**src/rtl/snake_pkg.sv**
```systemverilog
// Shared game-controller types: FSM state encoding, heading constants and
// direction helpers used by the controller and its move-tick generator.
package snake_pkg;

    typedef enum logic [1:0] {
        ST_IDLE  = 2'b00,
        ST_RUN   = 2'b01,
        ST_PAUSE = 2'b10,
        ST_OVER  = 2'b11
    } state_t;

    localparam logic [3:0] DIR_UP    = 4'b1000;
    localparam logic [3:0] DIR_DOWN  = 4'b0100;
    localparam logic [3:0] DIR_LEFT  = 4'b0010;
    localparam logic [3:0] DIR_RIGHT = 4'b0001;

    function automatic logic is_onehot4(input logic [3:0] d);
        return (d != 4'b0000) && ((d & (d - 4'd1)) == 4'b0000);
    endfunction

    function automatic logic is_opposite(input logic [3:0] a, input logic [3:0] b);
        return ((a == DIR_UP)    && (b == DIR_DOWN))  ||
               ((a == DIR_DOWN)  && (b == DIR_UP))    ||
               ((a == DIR_LEFT)  && (b == DIR_RIGHT)) ||
               ((a == DIR_RIGHT) && (b == DIR_LEFT));
    endfunction

endpackage

```
**src/rtl/move_tick_gen.sv**
```systemverilog
// Step-rate divider: counts enabled cycles and pulses tick on the cycle after
// the counter wraps from TICK_DIV-1 to 0. Holding en low freezes the count.
module move_tick_gen
    import snake_pkg::*;
#(
    parameter int TICK_DIV = 1_000_000
) (
    input  logic clk,
    input  logic nRst,
    input  logic en,
    input  logic clr,
    output logic at_last,
    output logic tick
);

    localparam int CNT_W = $clog2(TICK_DIV);
    localparam logic [CNT_W-1:0] LAST = CNT_W'(TICK_DIV - 1);

    logic [CNT_W-1:0] cnt;

    // at_last depends on the register only, so the parent may combine it with en
    assign at_last = (cnt == LAST);

    always_ff @(posedge clk) begin
        if (!nRst) begin
            cnt  <= '0;
            tick <= 1'b0;
        end else if (clr) begin
            cnt  <= '0;
            tick <= 1'b0;
        end else if (en) begin
            if (at_last) begin
                cnt  <= '0;
                tick <= 1'b1;
            end else begin
                cnt  <= cnt + 1'b1;
                tick <= 1'b0;
            end
        end else begin
            tick <= 1'b0;
        end
    end

endmodule

```
**src/rtl/snake_game_ctrl.sv**
```systemverilog
// Turns edge-detector event pulses into held game levels: state, committed
// heading, move tick, score and snake length. All outputs are registered.
module snake_game_ctrl
    import snake_pkg::*;
#(
    parameter int TICK_DIV = 1_000_000,
    parameter int INIT_LEN = 3,
    parameter int MAX_LEN  = 64,
    parameter int SCORE_W  = 8
) (
    input  logic               clk,
    input  logic               nRst,
    input  logic               goodColl,
    input  logic               badColl,
    input  logic               button,
    input  logic [3:0]         direction,
    output logic [1:0]         state,
    output logic [3:0]         cur_dir,
    output logic               move_tick,
    output logic               grow,
    output logic [SCORE_W-1:0] score,
    output logic [6:0]         length,
    output logic               game_over
);

    if ((INIT_LEN > MAX_LEN) || (MAX_LEN > 127) || (TICK_DIV < 2)) begin : g_param_check
        $error("snake_game_ctrl: need INIT_LEN<=MAX_LEN<=127 and TICK_DIV>=2");
    end

    function automatic logic [SCORE_W-1:0] sat_inc_score(input logic [SCORE_W-1:0] v);
        return (&v) ? v : v + 1'b1;
    endfunction

    function automatic logic [6:0] sat_inc_length(input logic [6:0] v);
        return (v >= 7'(MAX_LEN)) ? v : v + 7'd1;
    endfunction

    state_t             st_q, st_n;
    logic [3:0]         cur_dir_q, cur_dir_n;
    logic [3:0]         pend_q, pend_n;
    logic               pend_vld_q, pend_vld_n;
    logic [SCORE_W-1:0] score_q, score_n;
    logic [6:0]         length_q, length_n;
    logic               grow_q, grow_n;
    logic               go_q;
    logic               tick_en, tick_clr, at_last, tick;
    logic               dir_ok;

    move_tick_gen #(
        .TICK_DIV(TICK_DIV)
    ) u_tick (
        .clk    (clk),
        .nRst   (nRst),
        .en     (tick_en),
        .clr    (tick_clr),
        .at_last(at_last),
        .tick   (tick)
    );

    always_ff @(posedge clk) begin
        if (!nRst) begin
            st_q <= ST_IDLE;
        end else begin
            st_q <= st_n;
        end
    end

    always_comb begin
        st_n       = st_q;
        cur_dir_n  = cur_dir_q;
        pend_n     = pend_q;
        pend_vld_n = pend_vld_q;
        score_n    = score_q;
        length_n   = length_q;
        grow_n     = 1'b0;
        tick_en    = 1'b0;
        tick_clr   = 1'b0;
        // Candidate turns are judged against the heading before any same-edge commit
        dir_ok     = is_onehot4(direction) && !is_opposite(direction, cur_dir_q);

        case (st_q)
            ST_IDLE: begin
                if (button) begin
                    st_n       = ST_RUN;
                    score_n    = '0;
                    length_n   = 7'(INIT_LEN);
                    cur_dir_n  = DIR_RIGHT;
                    pend_vld_n = 1'b0;
                    tick_clr   = 1'b1;
                end
            end
            ST_RUN: begin
                if (badColl) begin
                    st_n = ST_OVER;
                end else begin
                    if (button) begin
                        st_n = ST_PAUSE;
                    end else begin
                        tick_en = 1'b1;
                        if (goodColl) begin
                            score_n  = sat_inc_score(score_q);
                            length_n = sat_inc_length(length_q);
                            grow_n   = 1'b1;
                        end
                        if (at_last && pend_vld_q) begin
                            cur_dir_n  = pend_q;
                            pend_vld_n = 1'b0;
                        end
                    end
                    if (dir_ok) begin
                        pend_n     = direction;
                        pend_vld_n = 1'b1;
                    end
                end
            end
            ST_PAUSE: begin
                if (button) begin
                    st_n = ST_RUN;
                end
            end
            ST_OVER: begin
                if (button) begin
                    st_n = ST_IDLE;
                end
            end
            default: begin
                st_n = ST_IDLE;
            end
        endcase
    end

    always_ff @(posedge clk) begin
        if (!nRst) begin
            cur_dir_q  <= DIR_RIGHT;
            pend_q     <= 4'b0000;
            pend_vld_q <= 1'b0;
            score_q    <= '0;
            length_q   <= 7'(INIT_LEN);
            grow_q     <= 1'b0;
            go_q       <= 1'b0;
        end else begin
            cur_dir_q  <= cur_dir_n;
            pend_q     <= pend_n;
            pend_vld_q <= pend_vld_n;
            score_q    <= score_n;
            length_q   <= length_n;
            grow_q     <= grow_n;
            go_q       <= (st_n == ST_OVER);
        end
    end

    assign state     = st_q;
    assign cur_dir   = cur_dir_q;
    assign move_tick = tick;
    assign grow      = grow_q;
    assign score     = score_q;
    assign length    = length_q;
    assign game_over = go_q;

endmodule

```
**config.mk**
```make
export PLATFORM = sky130hd
export DESIGN_NAME = snake_game_ctrl
export DESIGN_NICKNAME = d
export VERILOG_FILES = /design/src/rtl/snake_pkg.sv /design/src/rtl/move_tick_gen.sv /design/src/rtl/snake_game_ctrl.sv
export SDC_FILE = /design/constraint.sdc
export NUM_CORES = 1
export LEC_CHECK = 0
export CAP_MARGIN = 20
export CELL_PAD_IN_SITES_DETAIL_PLACEMENT = 1
export CELL_PAD_IN_SITES_GLOBAL_PLACEMENT = 2
export CORE_MARGIN = 2
export CORE_UTILIZATION = 31
export CTS_BUF_LIST = sky130_fd_sc_hd__clkbuf_4
export CTS_CLUSTER_DIAMETER = 50
export CTS_CLUSTER_SIZE = 20
export DETAILED_ROUTE_END_ITERATION = 12
export PLACE_DENSITY = 0.83
export SYNTH_ARGS = -nofsm -noshare
export SYNTH_HDL_FRONTEND = slang
export SYNTH_SLANG_ARGS = --single-unit
```
**constraint.sdc**
```tcl
create_clock -name clk -period 2.1 [get_ports clk]
set_clock_uncertainty 0.05 [all_clocks]
set_input_delay 0.63 -clock clk [delete_from_list [all_inputs] [get_ports clk]]
set_output_delay 0.63 -clock clk [all_outputs]
set_load 0.03 [all_outputs]
```
==> flow_metrics.py, run 1 <==
metrics = {
    "clock_network": {
        "cts_tree": "yes",
        "cts_root_buf": "clkbuf_4",
        "cts_buffer_depth": 2,
        "clkTransAtPathRegs_ns": 0.14,
        "cts_max_level": 2,
        "insertion_delay_ns": 0.36,
        "cts_made_buffers": 5,
        "cts_sinks": 49,
    },
    "die": {
        "initial_utilization_pct": 31.98,
        "die_x_um": 90.51,
        "die-area_um2": 8191,
        "core_area_um2": 7253,
        "rows": 31,
        "die_h_um": 90.51,
        "io_pins": 33,
    },
    "drt": {
        "vias": 2030,
        "antenna_left": 0,
        "drcViolationCount": 0,
        "wl_mm": 5.658,
        "dr.pass1.iters": 4,
        "vias_per_cell": 4.822,
        "first_iter_violations": 41,
        "routedWlPerCell_um": 13.44,
    },
    "cells_and_area": {
        "antennaDiodeCount": 0,
        "nNetsFinal": 333,
        "drive_gt1_share_pct": 15.53,
        "synthToLayoutAreaGrowth_pct": 31.12,
        "finalNonFillerCells": 421,
        "finalInstanceArea_um2": 3042,
    },
    "synth": {
        "synthCells": 264,
        "synth_top_area_share_pct": 42.29,
        "yosysWarnings": 0,
        "ys_ff_latch": 49,
        "synth_commonest_cells": "dfxtp_1, nor2_1, nand2_1",
        "yosys.area.top_type": "dfxtp_1",
        "synth.most_common_cell": "dfxtp_1",
        "synth-main-ff-cell": "dfxtp_1",
        "synth_cell_types": 45,
        "synthesis.nets": 276,
        "yosysSeqAreaShare_pct": 42.29,
        "ys_top_cells_by_area": "dfxtp_1, nor2_1, xnor2_1",
        "syn_area_um2": 2320,
        "async_reset_ff_share_pct": 0,
        "synth_area_per_cell_um2": 8.787,
        "synth_edf_count": 0,
    },
    "outcome": {
        "outcome": "finished clean",
    },
    "global_route": {
        "grt_pass1_vias": 2135,
        "grt_max_degree": 28,
        "grt_use_total_pct": 14.60,
        "grt_pass1_wl_mm": 9.956,
        "overflow": 0,
        "antenna_found_initial": 0,
    },
    "sta": {
        "hold_ws_ns": 0.4184,
        "finalHoldViolCount": 0,
        "relSlewSlack_pct": 67.56,
        "setup_viol": 0,
        "finalCritPeriodShare_pct": 97.46,
        "finalWorstSetupSlack_ns": 0.05324,
        "max_freq_mhz": 488.6,
        "final.min_clock_period_ns": 2.047,
        "worstMarginPinSlew_ns": 0.4828,
        "drv_slew": 0,
    },
    "pwr": {
        "seqPwrFrac_pct": 55.6,
        "swShare_pct": 24.60,
        "combPwrFrac_pct": 11.9,
        "pwr-share-clk_pct": 32.6,
        "p_int_mw": 1.299,
        "p_sw_mw": 0.4239,
        "power_mw": 1.723,
        "cellPowerDensity_nw_per_um2": 566.4,
        "ir_drop_v": 0.0003111,
        "power.leakage_nw": 1.201,
    },
    "flow_run": {
        "max_cap_viol_count": 0,
    },
    "placed_design": {
        "hpwl_mm": 4.205,
        "place_area_um2": 2957,
        "place_inst": 412,
        "gp_congestion": 0.7669,
        "dp_worst_setup_slack_ns": -0.4969,
        "portBuffers": 32,
    },
    "setup_path": {
        "cp.required_ns": 2.35,
        "cp_max_fo": 5,
        "crit_arrival_ns": 2.30,
        "start_kind": "primary input",
        "path_class": "primary input to flip-flop",
        "endpoint_kind": "flip-flop",
        "rrSetupSlack_ns": 0.14,
    },
    "min_path": {
        "hold_path.class": "flip-flop to flip-flop",
    },
}
power groups by stage:
stage | Combinational [mW] | Clock, mW | Sequential [mW]
after CTS | 0.206 | 0.593 | 0.958
after detailed placement | 0.212 | 0 | 0.978
after global placement | 0.210 | 0 | 0.978
final | 0.204 | 0.561 | 0.957
after global routing | 0.225 | 0.637 | 0.960
after floorplan | 0.0830 | 0 | 0.994
area by class of cell:
class / instances / area [um2]
Fill cell: 865 / 4212
Multi-Input combinational cell: 202 / 1303
Sequential cell: 49 / 980.9
Timing Repair Buffer: 60 / 544.3
Tap cell: 99 / 123.9
Clock buffer: 6 / 45.04
Clock inverter: 2 / 33.78
Inverter: 3 / 11.26
critical path: stages:
cell             delay (ns)
clkdlybuf4s50_1        0.42
maj3_1                 0.35
or4_4                  0.43
nor3_2                 0.12
buf_4                  0.18
mux2i_1                0.18
routing by layer:
layer  vias up  track usage (%)  wire [um]
met5         -                0          0
met4         0            3.462         36
met3         4            3.005        134
met2        23            24.81       2742
met1       970            18.94       2745
li1       1033                -          -
repair_timing:
item                                    CTS  global route
endpoints found under the setup margin   30            26
hold buffers                              0             0
pin swaps                                 2             1
resized for setup                        24             8
buffers inserted                          1             0
path summary, 6_finish.rpt:
kind                   from          to  cells past startpoint
max            direction[3]   pend_q[1]                      6
min reg2reg       pend_q[0]   pend_q[0]                      2
max reg2reg  u_tick.cnt[13]  cur_dir[0]                      5
min               pend_q[0]   pend_q[0]                      2
flip-flops by register name, indices dropped and copies added, names as in the netlist:
register     cells
length           7
u_tick.tick      1
state            2
u_tick.cnt      20
pend_q           4
pend_vld_q       1
grow             1
score            8
cur_dir          4
game_over        1
placed cells by master, fill, tap and decap left out, types with 9 or more instances in the layout:
cell           count
nand3_1           20
mux2i_1            9
dlygate4sd2_1     23
nand2_1           22
nor3_1             9
nand4_1            9
xor2_1            12
nor2_1            39
xnor2_1           16
dfxtp_1           49
buf_4             25
metrics by stage:
step	utilization (%)	setup TNS (ns)
CTS	41.59	0
detailed placement	40.76	-16.23
finish	41.94	0
global placement	40.76	-14.98
global route	41.94	-0.003149
floorplan	-	-0.06230
logic make-up (layout without fill, tap and decap cells):
family	after synthesis	in the layout	synth area share [%]
mux	10	10	4.369
xor+xnor	28	28	10.57
flops	49	49	42.29
fa+ha+maj	4	4	2.050
simple gates	142	142	32.79
buf+inv	13	71	2.535
compound gates	18	18	5.394
Power figures use the tool's default switching activity.
==> run 2: changes to the inputs <==
--- a/config.mk
+++ b/config.mk
@@ -8,6 +8,7 @@
 export CAP_MARGIN = 20
 export CELL_PAD_IN_SITES_DETAIL_PLACEMENT = 1
 export CELL_PAD_IN_SITES_GLOBAL_PLACEMENT = 2
+export CORE_ASPECT_RATIO = 1.1
 export CORE_MARGIN = 2
 export CORE_UTILIZATION = 31
 export CTS_BUF_LIST = sky130_fd_sc_hd__clkbuf_4
==> run 2 against run 1 <==
Final cell count is 1.9% lower; maximum frequency decreased by 0.15%; final area is 1.2% higher; clock-buffer cell count is 1 lower; non-clock buffer count grew 4; sequential power hardly changed; via count rose by 3.3%; global-route usage up 0.75 points; critical path depth stayed put; critical endpoint is now cur_dir[0]; largest cell class unchanged; largest power group unchanged.
==> flow_metrics.py, run 2 (same netlist as run 1, synthesis figures left out) <==
metrics = {
    "outcome": {
        "outcome": "finished clean",
    },
    "setup_path": {
        "start_kind": "primary input",
        "crit_arrival_ns": 2.32,
        "path_buf_inv": 1,
        "endpoint_kind": "flip-flop",
        "r2r_cells": 5,
        "critPathSlowestCell": "clkdlybuf4s50_1",
        "critical_path.max_stage_delay_ns": 0.49,
        "path_class": "primary input to flip-flop",
        "cp.required_ns": 2.37,
        "rrSetupSlack_ns": 0.12,
        "crit_path_cell_trace": "clkdlybuf4s50_1 > nor4b_4 > and4_4 > nand4_2 > or2_4 > a41oi_2",
        "path_depth": 6,
        "cp_max_fo": 5,
        "crit_family": "simple AND/OR/NAND/NOR gates",
    },
    "cells_and_area": {
        "antennaDiodeCount": 0,
        "final_cell_mix": "dfxtp_1, nor2_1, buf_4",
        "finalInstanceArea_um2": 3077,
        "nNetsFinal": 337,
        "drive_gt1_share_pct": 17.48,
        "largest_reg_flops": 20,
        "finalNonFillerCells": 413,
        "final_common_cell": "dfxtp_1",
        "synthToLayoutAreaGrowth_pct": 32.63,
        "top_register": "u_tick.cnt",
    },
    "pwr": {
        "cellPowerDensity_nw_per_um2": 537.0,
        "power.leakage_nw": 1.273,
        "ir_drop_v": 0.0002652,
    },
    "drt": {
        "dr.pass1.iters": 4,
        "vias_per_cell": 5.077,
        "wl_mm": 5.924,
        "first_iter_violations": 51,
        "drcViolationCount": 0,
        "antenna_left": 0,
        "vias": 2097,
        "routedWlPerCell_um": 14.34,
    },
    "placed_design": {
        "place_inst": 405,
        "dp_worst_setup_slack_ns": -0.4340,
        "portBuffers": 32,
        "place_area_um2": 2979,
        "hpwl_mm": 4.426,
        "gp_congestion": 0.7831,
    },
    "global_route": {
        "grt_pass1_wl_mm": 10.07,
        "antenna_found_initial": 0,
        "grt_max_degree": 28,
        "grt_pass1_vias": 2060,
        "grt_use_total_pct": 15.35,
        "overflow": 0,
    },
    "sta": {
        "final.min_clock_period_ns": 2.050,
        "worstMarginPinSlew_ns": 0.4285,
        "rsz0062_at_grt": "true",
        "hold_ws_ns": 0.4206,
        "drv_slew": 0,
        "finalHoldViolCount": 0,
        "finalWorstSetupSlack_ns": 0.05018,
        "finalCritPeriodShare_pct": 97.61,
        "max_freq_mhz": 487.8,
        "setup_viol": 0,
        "relSlewSlack_pct": 71.21,
    },
    "die": {
        "initial_utilization_pct": 31.56,
        "rows": 33,
        "die-area_um2": 8192,
        "io_pins": 33,
        "die_h_um": 94.73,
        "core_area_um2": 7350,
        "die_x_um": 86.48,
    },
    "flow_run": {
        "max_cap_viol_count": 0,
    },
    "clock_network": {
        "clkTransAtPathRegs_ns": 0.16,
        "cts_buffer_depth": 2,
        "cts_max_level": 2,
        "cts_root_buf": "clkbuf_4",
        "hold_buffers": 0,
        "cts_sinks": 49,
        "cts_tree": "yes",
        "cts_made_buffers": 5,
        "insertion_delay_ns": 0.38,
    },
    "min_path": {
        "hold_path.class": "flip-flop to flip-flop",
        "hold_path_depth": 2,
    },
}
## run 2: changes by cell type in the layout (fill, tap and decap cells not counted), sizes merged, moves of 2 or more
cell	before	now
clkinvlp	0	2
dlygate4sd2	23	21
dlymetal6s2s	2	7
buf	28	32
clkdlybuf4s50	7	4
## run 2: area by class of cell
cell class              count  area [um2]
fillers                   873        4273
multi-input cells         202        1315
flip-flops and latches     49       980.9
repair buffers             64       596.8
well taps                  87       108.9
clock buffers               5       37.54
clock inverters             3       26.28
inverters                   3       11.26
## run 2: per-stage QoR
stage / power, mW / util [%] / TNS [ns]
floorplan: 1.077 / - / -0.06230
global placement: 1.197 / 40.53 / -12.13
detailed placement: 1.201 / 40.53 / -14.53
CTS: 1.680 / 41.08 / 0
global route: 1.737 / 41.86 / -0.01700
finish: 1.652 / 41.86 / 0
## run 2: power by group
group	internal, mW	switching (mW)	leakage (nW)
clock network	0.139	0.338	0.0293
logic	0.103	0.117	0.848
registers	0.942	0.0128	0.396
total	1.18	0.468	1.27
## run 2: final timing paths
| check | start | end |
|---|---|---|
| worst max-delay path | button | cur_dir[0] |
| worst max register to register | u_tick.cnt[13] | cur_dir[0] |
| worst min-delay path | pend_q[0] | pend_q[0] |
| worst min register to register | pend_q[0] | pend_q[0] |
## run 2: worst reg2reg max path, stage by stage, from the launching register on
cell and delay [ns]:
dfxtp_1 0.35, or4b_2 0.67, nor3_2 0.19, nand4_2 0.18
or2_4 0.30, a41oi_2 0.18
## run 2: repair_timing
item,in CTS,in global routing
resized for setup,22,17
buffers inserted,0,0
pin swaps,1,1
endpoints found under the setup margin,23,19
## run 2: per-layer routing
metal	share of wire [%]	GRT usage, %	vias to the layer above
met5	0	0	-
met4	1.1	3.906	0
met3	2.7	2.885	6
met2	50	26.28	27
met1	46	19.79	1020
li1	-	-	1044
==> run 3: changes to the inputs <==
--- a/config.mk
+++ b/config.mk
@@ -16,6 +16,7 @@
 export CTS_CLUSTER_SIZE = 20
 export DETAILED_ROUTE_END_ITERATION = 12
 export PLACE_DENSITY = 0.83
+export SLEW_MARGIN = 0
 export SYNTH_ARGS = -nofsm -noshare
 export SYNTH_HDL_FRONTEND = slang
 export SYNTH_SLANG_ARGS = --single-unit
==> results of run 3 <==
No change in the layout: final DEF, timing and power equal those of run 2.
